$ cat config.mk
export PLATFORM = sky130hd
export DESIGN_NAME = bus_reg_slice
export DESIGN_NICKNAME = d
export VERILOG_FILES = /design/src/rtl/bus_reg_slice.sv
export SDC_FILE = /design/constraint.sdc
export NUM_CORES = 1
export LEC_CHECK = 0
export BUFFER_PORTS_ARGS = -buffer_cell sky130_fd_sc_hd__buf_2
export CAP_MARGIN = 20
export CORE_ASPECT_RATIO = 0.8
export CORE_MARGIN = 3
export CORE_UTILIZATION = 58
export CTS_CLUSTER_DIAMETER = 40
export CTS_CLUSTER_SIZE = 20
export DETAILED_ROUTE_END_ITERATION = 10
export PLACE_DENSITY = 0.95
export SLEW_MARGIN = 10
export SYNTH_ARGS = -nofsm -noshare
export SYNTH_HDL_FRONTEND = slang
export SYNTH_HIERARCHICAL = 1
export SYNTH_SLANG_ARGS = --single-unit
$ cat constraint.sdc
create_clock -name Clk -period 17.5 [get_ports Clk]
set_input_delay 1.75 -clock Clk [delete_from_list [all_inputs] [get_ports Clk]]
set_output_delay 1.75 -clock Clk [all_outputs]
set_load 0.05 [all_outputs]
$ cat src/rtl/bus_reg_slice.sv
// Bus_if register slice: one 2-entry skid buffer on the request path and one
// on the response path, plus an outstanding-request limiter so the response
// path can never be asked to hold more than the downstream slave owes.

// Simulation-only protocol checks for the slice.
module bus_reg_slice_chk (
  input logic       clk_i,
  input logic       rst_i,
  input logic [2:0] cmd_i,
  input logic       rsp_hs_i,
  input logic       cnt_zero_i
);

  a_cmd_legal: assert property (@(posedge clk_i) disable iff (rst_i)
    (cmd_i == 3'b000) || (cmd_i == 3'b001) || (cmd_i == 3'b010))
    else $error("bus_reg_slice: illegal s_MCmd %0b ignored", cmd_i);

  a_rsp_owed: assert property (@(posedge clk_i) disable iff (rst_i)
    !(rsp_hs_i && cnt_zero_i))
    else $error("bus_reg_slice: response received with nothing outstanding");

endmodule

module bus_reg_slice #(
  parameter int unsigned ADDR_WIDTH      = 32,
  parameter int unsigned DATA_WIDTH      = 32,
  parameter int unsigned MAX_OUTSTANDING = 4,
  parameter int unsigned WRITERESP       = 1
) (
  input  logic                    Clk,
  input  logic                    Reset,
  input  logic [2:0]              s_MCmd,
  input  logic [ADDR_WIDTH-1:0]   s_MAddr,
  input  logic [DATA_WIDTH-1:0]   s_MData,
  input  logic [DATA_WIDTH/8-1:0] s_MByteEn,
  output logic                    s_SCmdAccept,
  output logic [1:0]              s_SResp,
  output logic [DATA_WIDTH-1:0]   s_SData,
  input  logic                    s_MRespAccept,
  output logic [2:0]              m_MCmd,
  output logic [ADDR_WIDTH-1:0]   m_MAddr,
  output logic [DATA_WIDTH-1:0]   m_MData,
  output logic [DATA_WIDTH/8-1:0] m_MByteEn,
  input  logic                    m_SCmdAccept,
  input  logic [1:0]              m_SResp,
  input  logic [DATA_WIDTH-1:0]   m_SData,
  output logic                    m_MRespAccept
);

  localparam int unsigned BE_WIDTH  = DATA_WIDTH / 8;
  localparam logic [4:0]  MAX_OUT_C = 5'(MAX_OUTSTANDING);
  localparam logic [2:0]  CMD_IDLE  = 3'b000;
  localparam logic [2:0]  CMD_WR    = 3'b001;
  localparam logic [2:0]  CMD_RD    = 3'b010;
  localparam logic [1:0]  RESP_NULL = 2'b00;

  typedef struct packed {
    logic [2:0]            cmd;
    logic [ADDR_WIDTH-1:0] addr;
    logic [DATA_WIDTH-1:0] data;
    logic [BE_WIDTH-1:0]   be;
  } req_t;

  typedef struct packed {
    logic [1:0]            resp;
    logic [DATA_WIDTH-1:0] data;
  } rsp_t;

  // A command owes a response (and occupies a response slot) if it is a
  // read, or a write when writes are acknowledged.
  function automatic logic is_counted(input logic [2:0] cmd);
    logic hit;
    hit = 1'b0;
    case (cmd)
      CMD_RD:  hit = 1'b1;
      CMD_WR:  hit = (WRITERESP != 32'd0);
      default: hit = 1'b0;
    endcase
    return hit;
  endfunction

  req_t       req_main_q, req_main_d, req_skid_q, req_skid_d, s_req_s;
  logic       req_skid_vld_q, req_skid_vld_d;
  rsp_t       rsp_main_q, rsp_main_d, rsp_skid_q, rsp_skid_d, m_rsp_s;
  logic       rsp_skid_vld_q, rsp_skid_vld_d;
  logic [3:0] cnt_q, cnt_d;
  logic       s_accept_q, s_accept_d;
  logic       m_rsp_accept_q, m_rsp_accept_d;
  logic [1:0] queued_d;
  logic [4:0] inflight_d;
  logic       stall_d;
  logic       s_cmd_legal_s, up_req_hs_s, dn_req_hs_s, cnt_inc_s;
  logic       dn_rsp_hs_s, up_rsp_hs_s, req_main_vld_s, rsp_main_vld_s;

  assign s_req_s         = '{cmd: s_MCmd, addr: s_MAddr, data: s_MData, be: s_MByteEn};
  assign m_rsp_s         = '{resp: m_SResp, data: m_SData};
  assign s_cmd_legal_s   = (s_MCmd == CMD_WR) || (s_MCmd == CMD_RD);
  assign req_main_vld_s  = (req_main_q.cmd != CMD_IDLE);
  assign rsp_main_vld_s  = (rsp_main_q.resp != RESP_NULL);
  assign up_req_hs_s     = s_cmd_legal_s && s_accept_q;
  assign dn_req_hs_s     = req_main_vld_s && m_SCmdAccept;
  assign dn_rsp_hs_s     = (m_SResp != RESP_NULL) && m_rsp_accept_q;
  assign up_rsp_hs_s     = rsp_main_vld_s && s_MRespAccept;
  assign cnt_inc_s       = dn_req_hs_s && is_counted(req_main_q.cmd);

  // Request skid buffer: main register drives m_*, skid catches one extra.
  always_comb begin
    req_main_d     = req_main_q;
    req_skid_d     = req_skid_q;
    req_skid_vld_d = req_skid_vld_q;
    if (!req_main_vld_s || dn_req_hs_s) begin
      if (req_skid_vld_q) begin
        req_main_d     = req_skid_q;
        req_skid_vld_d = up_req_hs_s;
        req_skid_d     = up_req_hs_s ? s_req_s : req_skid_q;
      end else if (up_req_hs_s) begin
        req_main_d = s_req_s;
      end else begin
        // Empty: drop the command but leave addr/data where they were.
        req_main_d.cmd = CMD_IDLE;
      end
    end else if (up_req_hs_s) begin
      req_skid_d     = s_req_s;
      req_skid_vld_d = 1'b1;
    end else begin
      req_skid_vld_d = req_skid_vld_q;
    end
  end

  // Response skid buffer, mirror image of the request path.
  always_comb begin
    rsp_main_d     = rsp_main_q;
    rsp_skid_d     = rsp_skid_q;
    rsp_skid_vld_d = rsp_skid_vld_q;
    if (!rsp_main_vld_s || up_rsp_hs_s) begin
      if (rsp_skid_vld_q) begin
        rsp_main_d     = rsp_skid_q;
        rsp_skid_vld_d = dn_rsp_hs_s;
        rsp_skid_d     = dn_rsp_hs_s ? m_rsp_s : rsp_skid_q;
      end else if (dn_rsp_hs_s) begin
        rsp_main_d = m_rsp_s;
      end else begin
        rsp_main_d.resp = RESP_NULL;
      end
    end else if (dn_rsp_hs_s) begin
      rsp_skid_d     = m_rsp_s;
      rsp_skid_vld_d = 1'b1;
    end else begin
      rsp_skid_vld_d = rsp_skid_vld_q;
    end
  end

  // Outstanding count and the registered accept signals, all from next-state
  // so the flops reflect the situation of the following cycle.
  always_comb begin
    cnt_d = cnt_q;
    case ({cnt_inc_s, dn_rsp_hs_s})
      2'b10:   cnt_d = cnt_q + 4'd1;
      2'b01:   cnt_d = (cnt_q == 4'd0) ? 4'd0 : (cnt_q - 4'd1);
      default: cnt_d = cnt_q;
    endcase
    queued_d = {1'b0, is_counted(req_main_d.cmd)}
             + {1'b0, (req_skid_vld_d && is_counted(req_skid_d.cmd))};
    inflight_d     = {1'b0, cnt_d} + {3'b000, queued_d};
    stall_d        = (inflight_d >= MAX_OUT_C);
    s_accept_d     = !req_skid_vld_d && !stall_d;
    m_rsp_accept_d = !rsp_skid_vld_d;
  end

  // Request path registers.
  always_ff @(posedge Clk or posedge Reset) begin
    if (Reset) begin
      req_main_q     <= '0;
      req_skid_q     <= '0;
      req_skid_vld_q <= 1'b0;
    end else begin
      req_main_q     <= req_main_d;
      req_skid_q     <= req_skid_d;
      req_skid_vld_q <= req_skid_vld_d;
    end
  end

  // Response path registers.
  always_ff @(posedge Clk or posedge Reset) begin
    if (Reset) begin
      rsp_main_q     <= '0;
      rsp_skid_q     <= '0;
      rsp_skid_vld_q <= 1'b0;
    end else begin
      rsp_main_q     <= rsp_main_d;
      rsp_skid_q     <= rsp_skid_d;
      rsp_skid_vld_q <= rsp_skid_vld_d;
    end
  end

  // Counter and flow-control flops; both accepts come up high out of reset.
  always_ff @(posedge Clk or posedge Reset) begin
    if (Reset) begin
      cnt_q          <= 4'd0;
      s_accept_q     <= 1'b1;
      m_rsp_accept_q <= 1'b1;
    end else begin
      cnt_q          <= cnt_d;
      s_accept_q     <= s_accept_d;
      m_rsp_accept_q <= m_rsp_accept_d;
    end
  end

  assign m_MCmd        = req_main_q.cmd;
  assign m_MAddr       = req_main_q.addr;
  assign m_MData       = req_main_q.data;
  assign m_MByteEn     = req_main_q.be;
  assign s_SResp       = rsp_main_q.resp;
  assign s_SData       = rsp_main_q.data;
  assign s_SCmdAccept  = s_accept_q;
  assign m_MRespAccept = m_rsp_accept_q;

  bus_reg_slice_chk u_chk (
    .clk_i      (Clk),
    .rst_i      (Reset),
    .cmd_i      (s_MCmd),
    .rsp_hs_i   (dn_rsp_hs_s),
    .cnt_zero_i (cnt_q == 4'd0)
  );

endmodule

After elaboration in Yosys (flattened, before gate mapping):

Index checks and enable logic that the tools add are counted.

* register bits: 218
* latch bits: 0
* RAM bits: 0
* bits in read-only memories: 0
* input bits: 109
* output and inout port bits: 107
* memories kept: 0

* add/sub/neg operators: 4
* multipliers: 0
* div/mod/pow operators: 0
* $lt $le $gt $ge: 1
* equality and inequality tests: 12
* shift operators: 0
* multiplexer cells: 24
* bitwise logic cells: 0
* reductions and logical operators: 26

Operators with widths (count)
* 2-to-1 mux 71 bit: 5
* 2-to-1 mux 34 bit: 4
* 2-to-1 mux 68 bit: 1
* 2-to-1 mux 32 bit: 1
* equality test 3 x 1 -> 1 bit (second input constant): 4
* equality test 3 x 2 -> 1 bit (second input constant): 4
* 2-to-1 mux 1 bit: 9
* one-hot mux 4 bit (2 select lines): 1
* nonzero test 2 bit: 4
* logical AND 1 bit: 7
* OR reduction 2 bit: 3
* adder 4 x 2 -> 5 bit: 1
* greater-or-equal comparator 5 x 3 -> 1 bit (second input constant): 1
* zero test 1 bit: 5
* adder 4 x 1 -> 4 bit (second input constant): 1
* zero test 4 bit: 1
* 2-to-1 mux 4 bit: 1
* != test 2 bit (second input constant): 2
* AND reduction 2 bit: 2
* subtractor 4 x 1 -> 4 bit (second input constant): 1
* logical OR 1 bit: 3
* 2-to-1 mux 3 bit: 1
* nonzero test 3 bit: 1
* adder 1 x 1 -> 2 bit: 1
* 3 further kinds: 3

Logic depth before layout (Yosys ltp):

Gate-level depths: netlist (run 1).

* depth in word-level cells: 15
* mapped depth: 12
* mapped depth without buffers: 12

Worst setup path before layout (run 1):

Ideal clock, no wire load.

* path kind: input to register
* from: input m_SResp[1]
* to: register s_accept_q, in the netlist s_SCmdAccept
* setup time: 0.105 ns
* arrival: 3.877 ns
* setup slack: 13.518 ns
* cell stages on the path: 10
* path buffers: 1
* cells stage by stage: o21a_1 -> ha_1 -> clkbuf_1 -> nor3_1 -> a21oi_1 -> fa_1 -> inv_1 -> ha_1 -> a21bo_2 -> a2111oi_2

* cells in the longest elaborated chain, start to end: 8
* elaborated cells between the ends (all ways): 9
* classes of those cells: 1 x add/sub; 1 x order compare; 2 x eq/ne; 1 x mux; 4 x reduce/logical

Ends and longest elaborated chain
* from (decl): RTL line 45 `input logic [1:0] m_SResp,`
* nonzero test 2 bit *: RTL line 102 `assign dn_rsp_hs_s = (m_SResp != RESP_NULL) && m_rsp_accept_q;`
* logical AND 1 bit *: RTL line 102
* equality test 2 x 1 -> 1 bit / equality test 2 bit (equally long branches): RTL line 157 `case ({cnt_inc_s, dn_rsp_hs_s})`
* one-hot mux 4 bit (2 select lines) *: RTL line 157
* adder 4 x 2 -> 5 bit *: RTL line 164 `inflight_d = {1'b0, cnt_d} + {3'b000, queued_d};`
* greater-or-equal comparator 5 x 3 -> 1 bit *: RTL line 165 `stall_d = (inflight_d >= MAX_OUT_C);`
* zero test 1 bit *: RTL line 166 `s_accept_d = !req_skid_vld_d && !stall_d;`
* logical AND 1 bit *: RTL line 166
* via s_accept_d: RTL line 87 `logic s_accept_q, s_accept_d;`
* to (signal assigned): RTL line 204 `s_accept_q <= s_accept_d;`
* to (decl): RTL line 87

Mark *: on every way through the listed nets, which the timed path passes. The rest lies on a longest branch.
A chain may end at the register's enable or synchronous reset.

Final worst setup path (run 1):

* from: input s_MCmd[1]
* to: register s_accept_q, in the netlist s_SCmdAccept

* cells in the longest elaborated chain, start to end: 15
* elaborated cells between the ends (all ways): 28
* classes of those cells: 2 x add/sub; 1 x order compare; 6 x eq/ne; 11 x mux; 8 x reduce/logical

Ends and longest elaborated chain
* from (decl): RTL line 32 `input logic [2:0] s_MCmd,`
* equality test 3 x 1 -> 1 bit / equality test 3 x 2 -> 1 bit (equally long branches): RTL line 97 `assign s_cmd_legal_s = (s_MCmd == CMD_WR) || (s_MCmd == CMD_RD);`
* logical OR 1 bit: RTL line 97
* logical AND 1 bit: RTL line 100 `assign up_req_hs_s = s_cmd_legal_s && s_accept_q;`
* 2-to-1 mux 71 bit: RTL line 115, 122
* 2-to-1 mux 71 bit: RTL line 112 `if (req_skid_vld_q) begin`
* 2-to-1 mux 71 bit: RTL line 111 `if (!req_main_vld_s || dn_req_hs_s) begin`
* equality test 3 x 1 -> 1 bit / equality test 3 x 2 -> 1 bit (equally long branches): RTL line 74 `case (cmd)`
* OR reduction 2 bit (no source line)
* 2-to-1 mux 1 bit: RTL line 74
* logical AND 1 bit: RTL line 163 `+ {1'b0, (req_skid_vld_d && is_counted(req_skid_d.cmd))};`
* adder 1 x 1 -> 2 bit: RTL line 163
* adder 4 x 2 -> 5 bit: RTL line 164
* greater-or-equal comparator 5 x 3 -> 1 bit: RTL line 165
* zero test 1 bit: RTL line 166
* logical AND 1 bit *: RTL line 166
* via s_accept_d: RTL line 87

Mark *: on every way through the listed nets, which the timed path passes. The rest lies on a longest branch. The select of a mux whose other input is x is not followed.

==> flow_summary.yaml, run 1 <==
finish:
  most_common_cell_after_layout_fill_and_taps_aside: "buf_2"
  num-nets-final: 1075
  area_growth_syn_to_layout_pct: 21.5
  share_of_cells_above_drive_strength_1: 0.384
  fillerInstances: 1034
  layout.cells.most_common_list: "buf_2 (215), dfrtp_1 (214), nand2_1 (112), o21ai_0 (107), mux2i_1 (100)"
critical_path:
  reg2regPathDepth: 8
  worst_setup_path_start_kind: "input port"
  worst-endpoint-required_ps: 17890
  critical_path.reg2reg.endpoint: "s_SCmdAccept$_DFF_PP1_"
  maximum_fanout_encountered_on_the_critical_timing_path: 74
  setup.reg_to_reg.worst_slack_ps: 14190
  critical_path.endpoint_type: "flip-flop"
  critPathArrivalTime_ps: 4370
  cp_slowest_stage_delay_ps: 400
  reg2reg_launch_point: "req_skid_vld_q$_DFF_PP0_"
  cp_cell_sequence: "buf_2, xnor2_1, nor3b_2, o21ai_4, buf_4, o21ai_0, nand2_1, fa_1, inv_1, ha_1, a21bo_2, a2111oi_2"
  worst-setup-path-type: "input port to flip-flop"
  slowest_stage: "buf_4"
clocking:
  path_clk_slew_ps: 60
  clock-root-buffer: "clkbuf_16"
  cts_htree_levels: 1
  clock_sinks: 218
  hold_buffers: 0
  numCtsBuffers: 22
  cts_tree: "done"
  clock_path_buffers: 3
  post_cts.resized_instances: 0
  post-cts-setup-buffer-count: 0
  later_pin_clock_latency_in_the_skew_report_ps: 490
floorplanning:
  core_region_area_sq_um: 15400
  num_io_pins: 216
  die_h_microns: 119
  die_area_sq_um: 17600
  initial_core_util: 0.606
  site_row_count: 40
  floorplan.die.width_microns: 148
grt:
  globalRouteOverflowTotal: 0
  grt_first_pass_wirelength_microns: 32800
  grt_start_max_net_pins: 138
  grt_antenna_before_repair: 3
  grt_usage: 0.228
  number_of_global_route_vias_before_repair: 6475
power:
  p_per_cell_area_nw_per_um2: 210
  leakage_nw: 5.38
  worst_ir_drop_vdd_uv: 134
  design_power_total_mw: 2.37
sta:
  timing.final.setup_violations: 0
  max_clock_freq_ghz: 0.251
  timing.slew.headroom: 0.332
  final.setup.worst_slack_ps: 13520
  rsz_0062_raised_after_global_routing: "no"
  final_period_minus_worst_setup_slack_ps: 3980
  worst_slew_pin_slew_ps: 1000
  final.setup_skew_ps: 10.7
  fin_tns_setup_ps: 0
  hold_viol_final: 0
  period_share: 0.227
  timing_max_transition_violations_final: 0
synthesis:
  async_reset_ff_frac: 1.00
  syn-cell-area_sq_um: 9320
  yosys-top-cells-area: "dfrtp_1 (58%), mux2_2 (12%), mux2i_1 (11%)"
  synth.lib_cells_used.distinct: 43
  synth_cells: 758
  netlist.area_leader.share: 0.580
  syn_avg_cell_area_sq_um: 12.3
  ys.warnings.count: 6
  number_of_synthesized_flops_with_an_enable_pin: 0
  synthesis.nets: 873
  yosys.area.top_type: "dfrtp_1"
  synth_seq_area_share: 0.586
  synth-main-ff-cell: "dfrtp_1"
  ys_ff_latch: 218
route:
  dr.first_iter.drc_count: 327
  routedWlPerCell_microns: 17.3
  postRouteWirelength_microns: 20500
  avgViaCountPerCell: 5.41
  drc_errors: 0
  detail-route-antenna-nets: 0
  detailedRoute.firstPassIterationCount: 4
  detailroute.via_count: 6432
placed_design:
  gp_routability_congestion: 0.844
  port_buffers: 215
  place.detailed.hpwl_microns: 13800
  detailedPlace.worstSlack_ps: 13000
hold_path:
  min-delay-start: "s_SData[22]$_DFFE_PP0P_"
  hold_path_class: "flip-flop to flip-flop"
  min_to: "s_SData[22]$_DFFE_PP0P_"
  min_delay_path_depth: 2
job:
  drv_cap: 0
outcome:
  status: "finished clean"
==> critical path: cells and delay by family <==
kind / cells / cell delay [ps]
buf+inv: 3 / 600
fa+ha+maj: 2 / 520
simple gates: 2 / 480
xor+xnor: 1 / 130
compound gates: 4 / 860
==> cell type report <==
cell class / count / area (sq um) / share of cell area
multi-input cells: 479 / 3590 / 0.317
diodes: 3 / 7.51 / 0.000663
well taps: 210 / 263 / 0.0232
clock inverters: 16 / 204 / 0.0180
clock buffers: 23 / 576 / 0.0508
repair buffers: 223 / 1160 / 0.102
flip-flops and latches: 218 / 5460 / 0.482
inverters: 16 / 67.6 / 0.00597
==> where the power goes <==
part	switching (mW)	internal (mW)	total, mW
Combinational	0.695	0.302	0.997
Clock	0.204	0.291	0.495
Sequential	0.138	0.744	0.883
Total	1.04	1.34	2.37
==> metal layers <==
| metal | part of all wire | global-route usage | up-vias |
|---|---|---|---|
| li1 | - | - | 3055 |
| met1 | 0.42 | 0.304 | 3164 |
| met2 | 0.50 | 0.382 | 167 |
| met3 | 0.048 | 0.0418 | 46 |
| met4 | 0.030 | 0.0757 | 0 |
| met5 | 0 | 0 | - |
==> cells by family (layout without fill, tap and decap cells) <==
| group | after synthesis | in the layout | share of synthesized area |
|---|---|---|---|
| flip-flops | 218 | 218 | 0.586 |
| multiplexers | 201 | 201 | 0.230 |
| AND/OR/NAND/NOR | 134 | 134 | 0.0592 |
| AO/OA/AOI/OAI | 132 | 132 | 0.0771 |
| buffers and inverters | 61 | 278 | 0.0326 |
| adder cells (fa/ha/maj) | 8 | 8 | 0.0110 |
| XOR/XNOR | 4 | 4 | 0.00376 |
| other | 0 | 3 | 0 |
==> registers in the layout, summed over array words and instances (netlist names), 3 cells and up <==
name	flops
req_skid_q	71
m_MAddr	32
m_MCmd	3
s_SData	32
m_MData	32
rsp_skid_q	34
cnt_q	4
m_MByteEn	4
==> cells in the mapped netlist, drive strengths merged, types with 3 or more instances <==
library cell	count
clkbuf	22
o21ai	109
mux2i	100
nor2	8
o22ai	5
dfrtp	216
nand2	112
nor3b	4
ha	5
buf	23
nor3	3
mux2	101
a21oi	8
inv	16
==> metrics by stage <==
step	hold WS [ps]	instance area [sq um]	util	cells
after floorplan	447	9320	-	758
after global placement	455	10500	0.684	1145
after detailed placement	466	10500	0.684	1145
after CTS	481	11300	0.735	1184
after global routing	491	11300	0.737	1188
final	477	11300	0.737	1188
==> worst max-delay path by stage <==
stage                     slack, ps  startpoint  depth (start not counted)                     end
after floorplan                9790       Reset                          1      cnt_q[0]$_DFF_PP0_
after global placement        13080   s_MCmd[1]                         12  s_SCmdAccept$_DFF_PP1_
after detailed placement      13000   s_MCmd[1]                         12  s_SCmdAccept$_DFF_PP1_
after CTS                     13500   s_MCmd[1]                         12  s_SCmdAccept$_DFF_PP1_
after global routing          13380   s_MCmd[1]                         12  s_SCmdAccept$_DFF_PP1_
final                         13520   s_MCmd[1]                         12  s_SCmdAccept$_DFF_PP1_
No activity file was read; power rests on OpenSTA's default activity.
==> run 2, diff against run 1 <==
ABC_AREA = 1   (was default)
CORE_UTILIZATION = 54   (was 58)
PLACE_DENSITY = 0.9   (was 0.95)
clock period = 3.9 ns   (was 17.5 ns; I/O delays follow)
==> run 2 against run 1 <==
  * First-iteration DRC count is 120% higher
  * Design area is 1.6% higher
  * Critical path depth is 5 higher
  * Synthesized cell count is 49% higher
  * Total power grew to 4.7 times the previous value
  * Clock-buffer cell count is 12 higher
  * Clock power grew to 5.2 times the previous value
  * Area after synthesis is 0.21% higher
  * Critical endpoint unchanged
  * Largest power group unchanged
==> flow_summary.yaml, run 2 <==
outcome:
  status: "finished clean"
synthesis:
  syn_avg_cell_area_sq_um: 8.25
  yosys.area.top_type: "dfrtp_1"
  synth_adder_area_share: 0.00885
  syn-cell-area_sq_um: 9340
  synth_mux_area_frac: 0
  synth_top_family_by_area: "simple AND/OR/NAND/NOR gates"
  synth_cells: 1131
  synth_seq_area_share: 0.585
  netlist.area_leader.share: 0.579
  yosys-top-cells-area: "dfrtp_1 (58%), nand2_1 (22%), a31oi_1 (6.7%)"
  number_of_synthesized_flops_with_an_enable_pin: 0
  synth_top_cells_by_count: "nand2_1 (545), dfrtp_1 (216), nor2_1 (113), a31oi_1 (100), inv_1 (30)"
  ys_ff_latch: 218
  synth.most_common_cell: "nand2_1"
  async_reset_ff_frac: 1.00
  synthesis.nets: 1246
  synth-xor-area-share: 0
  synth.lib_cells_used.distinct: 27
  synth-simple-area-share: 0.278
  synth-main-ff-cell: "dfrtp_1"
  synth-compound-area-share: 0.0847
  ys.warnings.count: 6
placed_design:
  place.detailed.hpwl_microns: 15100
  dpl_cell_area_sq_um: 10500
  gp_routability_congestion: 0.836
  post-place-cells: 1514
  port_buffers: 215
clocking:
  clock_path_buffers: 3
  post-cts-setup-buffer-count: 0
  cts_htree_levels: 1
  post_cts.resized_instances: 0
  numCtsBuffers: 29
  cts_tree: "done"
  later_pin_clock_latency_in_the_skew_report_ps: 520
  path_clk_slew_ps: 60
  clock-root-buffer: "clkbuf_16"
  clock_sinks: 218
grt:
  grt_first_pass_wirelength_microns: 38100
  grtUsageMet3: 0.0438
  number_of_global_route_vias_before_repair: 7958
  grt_usage: 0.240
  gr-usage-met2: 0.391
  grt_use_met1: 0.336
  globalRoute.busiestLayer: "met2"
  grt_antenna_before_repair: 3
  grt_start_max_net_pins: 151
  globalRouteOverflowTotal: 0
floorplanning:
  die_area_sq_um: 18900
  initial_core_util: 0.557
  num_io_pins: 216
  die_h_microns: 124
  floorplan.die.width_microns: 153
  core_region_area_sq_um: 16800
  site_row_count: 42
critical_path:
  critPathArrivalTime_ps: 3050
  crit_path_start: "m_MCmd[0]$_DFF_PP0_"
  reg2reg_launch_point: "m_MCmd[0]$_DFF_PP0_"
  worst_setup_path_start_kind: "flip-flop"
  critical_path.endpoint_type: "flip-flop"
  worst-setup-path-type: "flip-flop to flip-flop"
  maximum_fanout_encountered_on_the_critical_timing_path: 4
  worst-endpoint-required_ps: 4350
route:
  detailroute.via_count: 8358
  drc_errors: 0
  avgViaCountPerCell: 5.32
  dr.first_iter.drc_count: 732
  detailedRoute.firstPassIterationCount: 6
  detail-route-antenna-nets: 0
  postRouteWirelength_microns: 23400
  routedWlPerCell_microns: 14.9
power:
  p_per_cell_area_nw_per_um2: 965
  worst_ir_drop_vdd_uv: 733
  leakage_nw: 5.96
finish:
  final-instance-count-excl-fill: 1571
  largest_registers: "req_skid_q: 71 flops, rsp_skid_q: 34 flops"
  utilization: 0.686
  max_flop_register: "req_skid_q"
  post_route_cell_area_sq_um: 11500
  fillerInstances: 1294
  most_common_cell_after_layout_fill_and_taps_aside: "nand2_1"
  num-nets-final: 1441
  area_growth_syn_to_layout_pct: 23.2
  largest_reg_flops: 71
  share_of_cells_above_drive_strength_1: 0.217
  layout.cells.most_common_list: "nand2_1 (544), dfrtp_1 (215), buf_2 (215), nor2_1 (113), a31oi_1 (100)"
sta:
  final.hold.worst_slack_ps: 71.1
  final_period_minus_worst_setup_slack_ps: 2600
  period_share: 0.666
  timing_max_transition_violations_final: 0
  rsz_0062_raised_after_global_routing: "no"
  timing.final.setup_violations: 0
  fin_tns_setup_ps: 0
  timing.slew.headroom: 0.342
  final.setup_skew_ps: 13.5
  max_clock_freq_ghz: 0.385
  worst_slew_pin_slew_ps: 986
  hold_viol_final: 0
job:
  drv_cap: 0
hold_path:
  hold_path_class: "input port to flip-flop"
  min-delay-start: "m_SData[24]"
-- run 2: stage by stage --
step	worst slack (ps)	total power [mW]
detailed placement	1260	8.57
global placement	1340	8.40
CTS	1300	11.2
global route	1050	11.8
floorplan	672	7.38
finish	1300	11.1
-- run 2: logic make-up (layout without fill, tap and decap cells) --
family,Yosys count,in the layout
flops,218,218
fa+ha+maj,6,6
buf+inv,98,315
simple gates,681,681
compound gates,128,128
other cells,0,3
-- run 2: final cells by class --
class / count / area, sq um / share of cell area
Antenna cell: 3 / 7.51 / 0.000653
Clock buffer: 35 / 778 / 0.0677
Clock inverter: 18 / 174 / 0.0151
Inverter: 34 / 131 / 0.0114
Multi-Input combinational cell: 815 / 3480 / 0.302
Sequential cell: 218 / 5460 / 0.475
Tap cell: 220 / 275 / 0.0239
Timing Repair Buffer: 228 / 1200 / 0.104
-- run 2: metal layers --
layer | wire length [microns] | vias up
met3 | 1660 | 45
li1 | - | 3997
met4 | 503 | 2
met2 | 11100 | 339
met1 | 10100 | 3975
met5 | 13 | -
-- run 2: critical path, cell delays in order, from the launching register on --
cell and delay [ps]:
dfrtp_1 420, nor2_2 180, nor2_1 50, and3_1 170, inv_1 60, ha_1 170
inv_1 60, a21oi_1 180, nor2_1 70, nor3_1 140, a21oi_1 100, fa_1 430
inv_1 80, ha_1 160, nand2_1 60, nand2_1 50, nand2_1 50, nor2_1 90
-- run 2: path summary, 6_finish.rpt --
kind	endpoint	slack, ps	cells past startpoint
max in group asynchronous	req_skid_q[49]$_DFFE_PP0P_	2260	4
max	s_SCmdAccept$_DFF_PP1_	1300	17
min	rsp_skid_q[24]$_DFFE_PP0P_	70	3
min in group asynchronous	m_MData[8]$_DFFE_PP0P_	470	3
max reg2reg	s_SCmdAccept$_DFF_PP1_	1300	17
min reg2reg	req_skid_q[56]$_DFFE_PP0P_	480	2
-- run 2: what timing repair did --
action / CTS / global route
hold buffers: 1 / 0
hold endpoints to repair: 24 / 0
endpoints found under the setup margin: 0 / 0
-- run 2: power breakdown --
group	leakage (nW)	switching (mW)	total [mW]	internal (mW)
clock network	0.447	1.04	2.56	1.52
registers	2.64	0.574	3.84	3.27
logic	2.88	3.53	4.69	1.17
==> run 3, diff against run 2 <==
CORE_UTILIZATION = 49   (was 54)
PLACE_DENSITY = 0.87   (was 0.9)
clock period = 2.27 ns   (was 3.9 ns; I/O delays follow)
==> run 3 against run 2 <==
  * The run now ends with negative setup slack left
  * Core utilization is 1.7 points higher
  * Sequential cell count unchanged
  * Clock power increased by 76%
  * Cell count is 11% higher
  * Die area up 9.7%
  * Routed wire length grew 18%
  * Combinational power up 88%
  * Clock skew rose by 3.8 ps
  * Hold slack lost 11 ps
  * Global-route usage grew 2.2 points
  * Via count rose by 10%
==> flow_summary.yaml, run 3 (synthesis results as in run 2) <==
floorplanning:
  core_region_area_sq_um: 18400
  initial_core_util: 0.506
  num_io_pins: 216
  die_h_microns: 129
  floorplan.die.width_microns: 160
  die_area_sq_um: 20800
  site_row_count: 44
placed_design:
  detailedPlace.worstSlack_ps: -172
  port_buffers: 215
  dpl_cell_area_sq_um: 10900
  place.detailed.hpwl_microns: 15800
  gp_routability_congestion: 0.794
grt:
  globalRouteOverflowTotal: 0
  grt_first_pass_wirelength_microns: 45100
  grt_use_met1: 0.325
  grt_start_max_net_pins: 121
  grtUsageMet3: 0.0419
  number_of_global_route_vias_before_repair: 9387
  globalRoute.busiestLayer: "met2"
  grt_usage: 0.262
  gr-usage-met2: 0.450
  grt_antenna_before_repair: 2
critical_path:
  maximum_fanout_encountered_on_the_critical_timing_path: 4
  worst_setup_path_start_kind: "flip-flop"
  worst-setup-path-type: "flip-flop to flip-flop"
  critPathArrivalTime_ps: 2720
  critical_path.endpoint_type: "flip-flop"
  worst-endpoint-required_ps: 2710
sta:
  timing.final.setup_violations: 1
  final_period_minus_worst_setup_slack_ps: 2280
  worst_slew_pin_slew_ps: 905
  final.setup_skew_ps: 17.3
  max_clock_freq_ghz: 0.439
  final.hold.worst_slack_ps: 60.4
  hold_viol_final: 0
  fin_tns_setup_ps: -7.89
  final.setup.worst_slack_ps: -7.89
  rsz_0062_raised_after_global_routing: "yes"
  timing.slew.headroom: 0.393
  period_share: 1.00
  timing_max_transition_violations_final: 0
outcome:
  failed_checks: "negative setup slack"
  status: "finished, violations left"
clocking:
  path_clk_slew_ps: 50
  numCtsBuffers: 28
  clock-root-buffer: "clkbuf_16"
  clock_sinks: 218
  clock_path_buffers: 3
  later_pin_clock_latency_in_the_skew_report_ps: 520
  cts_tree: "done"
  cts_htree_levels: 1
route:
  postRouteWirelength_microns: 27600
  routedWlPerCell_microns: 15.9
  dr.first_iter.drc_count: 901
  drc_errors: 0
  detailedRoute.firstPassIterationCount: 8
  detailroute.via_count: 9217
  detail-route-antenna-nets: 0
  avgViaCountPerCell: 5.30
finish:
  layout.cells.most_common_list: "nand2_1 (543), dfrtp_1 (215), buf_2 (215), nor2_1 (113), dlygate4sd3_1 (101)"
  post_route_cell_area_sq_um: 13000
  area_growth_syn_to_layout_pct: 38.9
  max_flop_register: "req_skid_q"
  num-nets-final: 1579
  largest_reg_flops: 71
  fillerInstances: 1258
  most_common_cell_after_layout_fill_and_taps_aside: "nand2_1"
  largest_registers: "req_skid_q: 71 flops, rsp_skid_q: 34 flops"
  share_of_cells_above_drive_strength_1: 0.229
hold_path:
  hold_path_class: "input port to flip-flop"
job:
  drv_cap: 0
power:
  leakage_nw: 6.62
  worst_ir_drop_vdd_uv: 883
  design_power_total_mw: 20.0
  p_per_cell_area_nw_per_um2: 1540
==> run 3: timing repair <==
item                                   CTS  global route
endpoints found under the hold margin  355             0
setup endpoints to repair                1             4
resized for setup                       12             6
hold buffers                           101             0
buffers inserted                         6             3
pin swaps                                5             6
==> run 3: final timing paths <==
path	cells past startpoint	endpoint	slack, ps	start
setup / recovery	14	s_SCmdAccept$_DFF_PP1_	-8	m_MCmd[0]$_DFF_PP0_
hold / removal	4	rsp_skid_q[32]$_DFFE_PP0P_	60	m_SResp[0]
setup reg to reg	14	s_SCmdAccept$_DFF_PP1_	-8	m_MCmd[0]$_DFF_PP0_
hold reg to reg	2	req_skid_q[30]$_DFFE_PP0P_	480	req_skid_q[30]$_DFFE_PP0P_
max in group asynchronous	4	req_skid_q[67]$_DFFE_PP0P_	1250	Reset
min in group asynchronous	4	m_MData[17]$_DFFE_PP0P_	420	Reset
==> run 3: routing by layer <==
| layer | wire length (microns) | vias up |
|---|---|---|
| met3 | 1670 | 109 |
| met1 | 11000 | 4368 |
| met5 | 0 | - |
| met2 | 13600 | 465 |
| li1 | - | 4275 |
| met4 | 1330 | 0 |
==> run 3: area by class of cell <==
type / count / area (sq um) / share of cell area
sequential: 218 / 5460 / 0.421
multi-input combinational: 815 / 3530 / 0.272
timing repair buffer: 367 / 2560 / 0.197
clock buffer: 37 / 806 / 0.0622
tap: 253 / 317 / 0.0244
clock inverter: 12 / 155 / 0.0120
inverter: 34 / 131 / 0.0101
antenna: 3 / 7.51 / 0.000579
==> run 3: power by group <==
group | switching (mW) | internal, mW
Sequential | 1.06 | 5.62
Clock | 1.66 | 2.83
Combinational | 6.40 | 2.44
==> run 3: through the flow <==
| step | utilization | std cells |
|---|---|---|
| 6_report | 0.703 | 1739 |
| 2_1_floorplan | - | 1131 |
| 3_5_place_dp | 0.589 | 1577 |
| 5_1_grt | 0.703 | 1738 |
| 3_3_place_gp | 0.589 | 1577 |
| 4_1_cts | 0.700 | 1733 |
==> run 3: critical path, cell delays in order (launching register included) <==
cell and delay [ps]:
dfrtp_1 390, buf_4 140, nand2_1 50, and3_4 200
buf_4 100, buf_4 90, ha_1 150, buf_4 130
a21oi_1 90, a21boi_0 410, ha_4 210, nand2_1 50
nand2_1 60, nand2_1 50, nor2_1 90
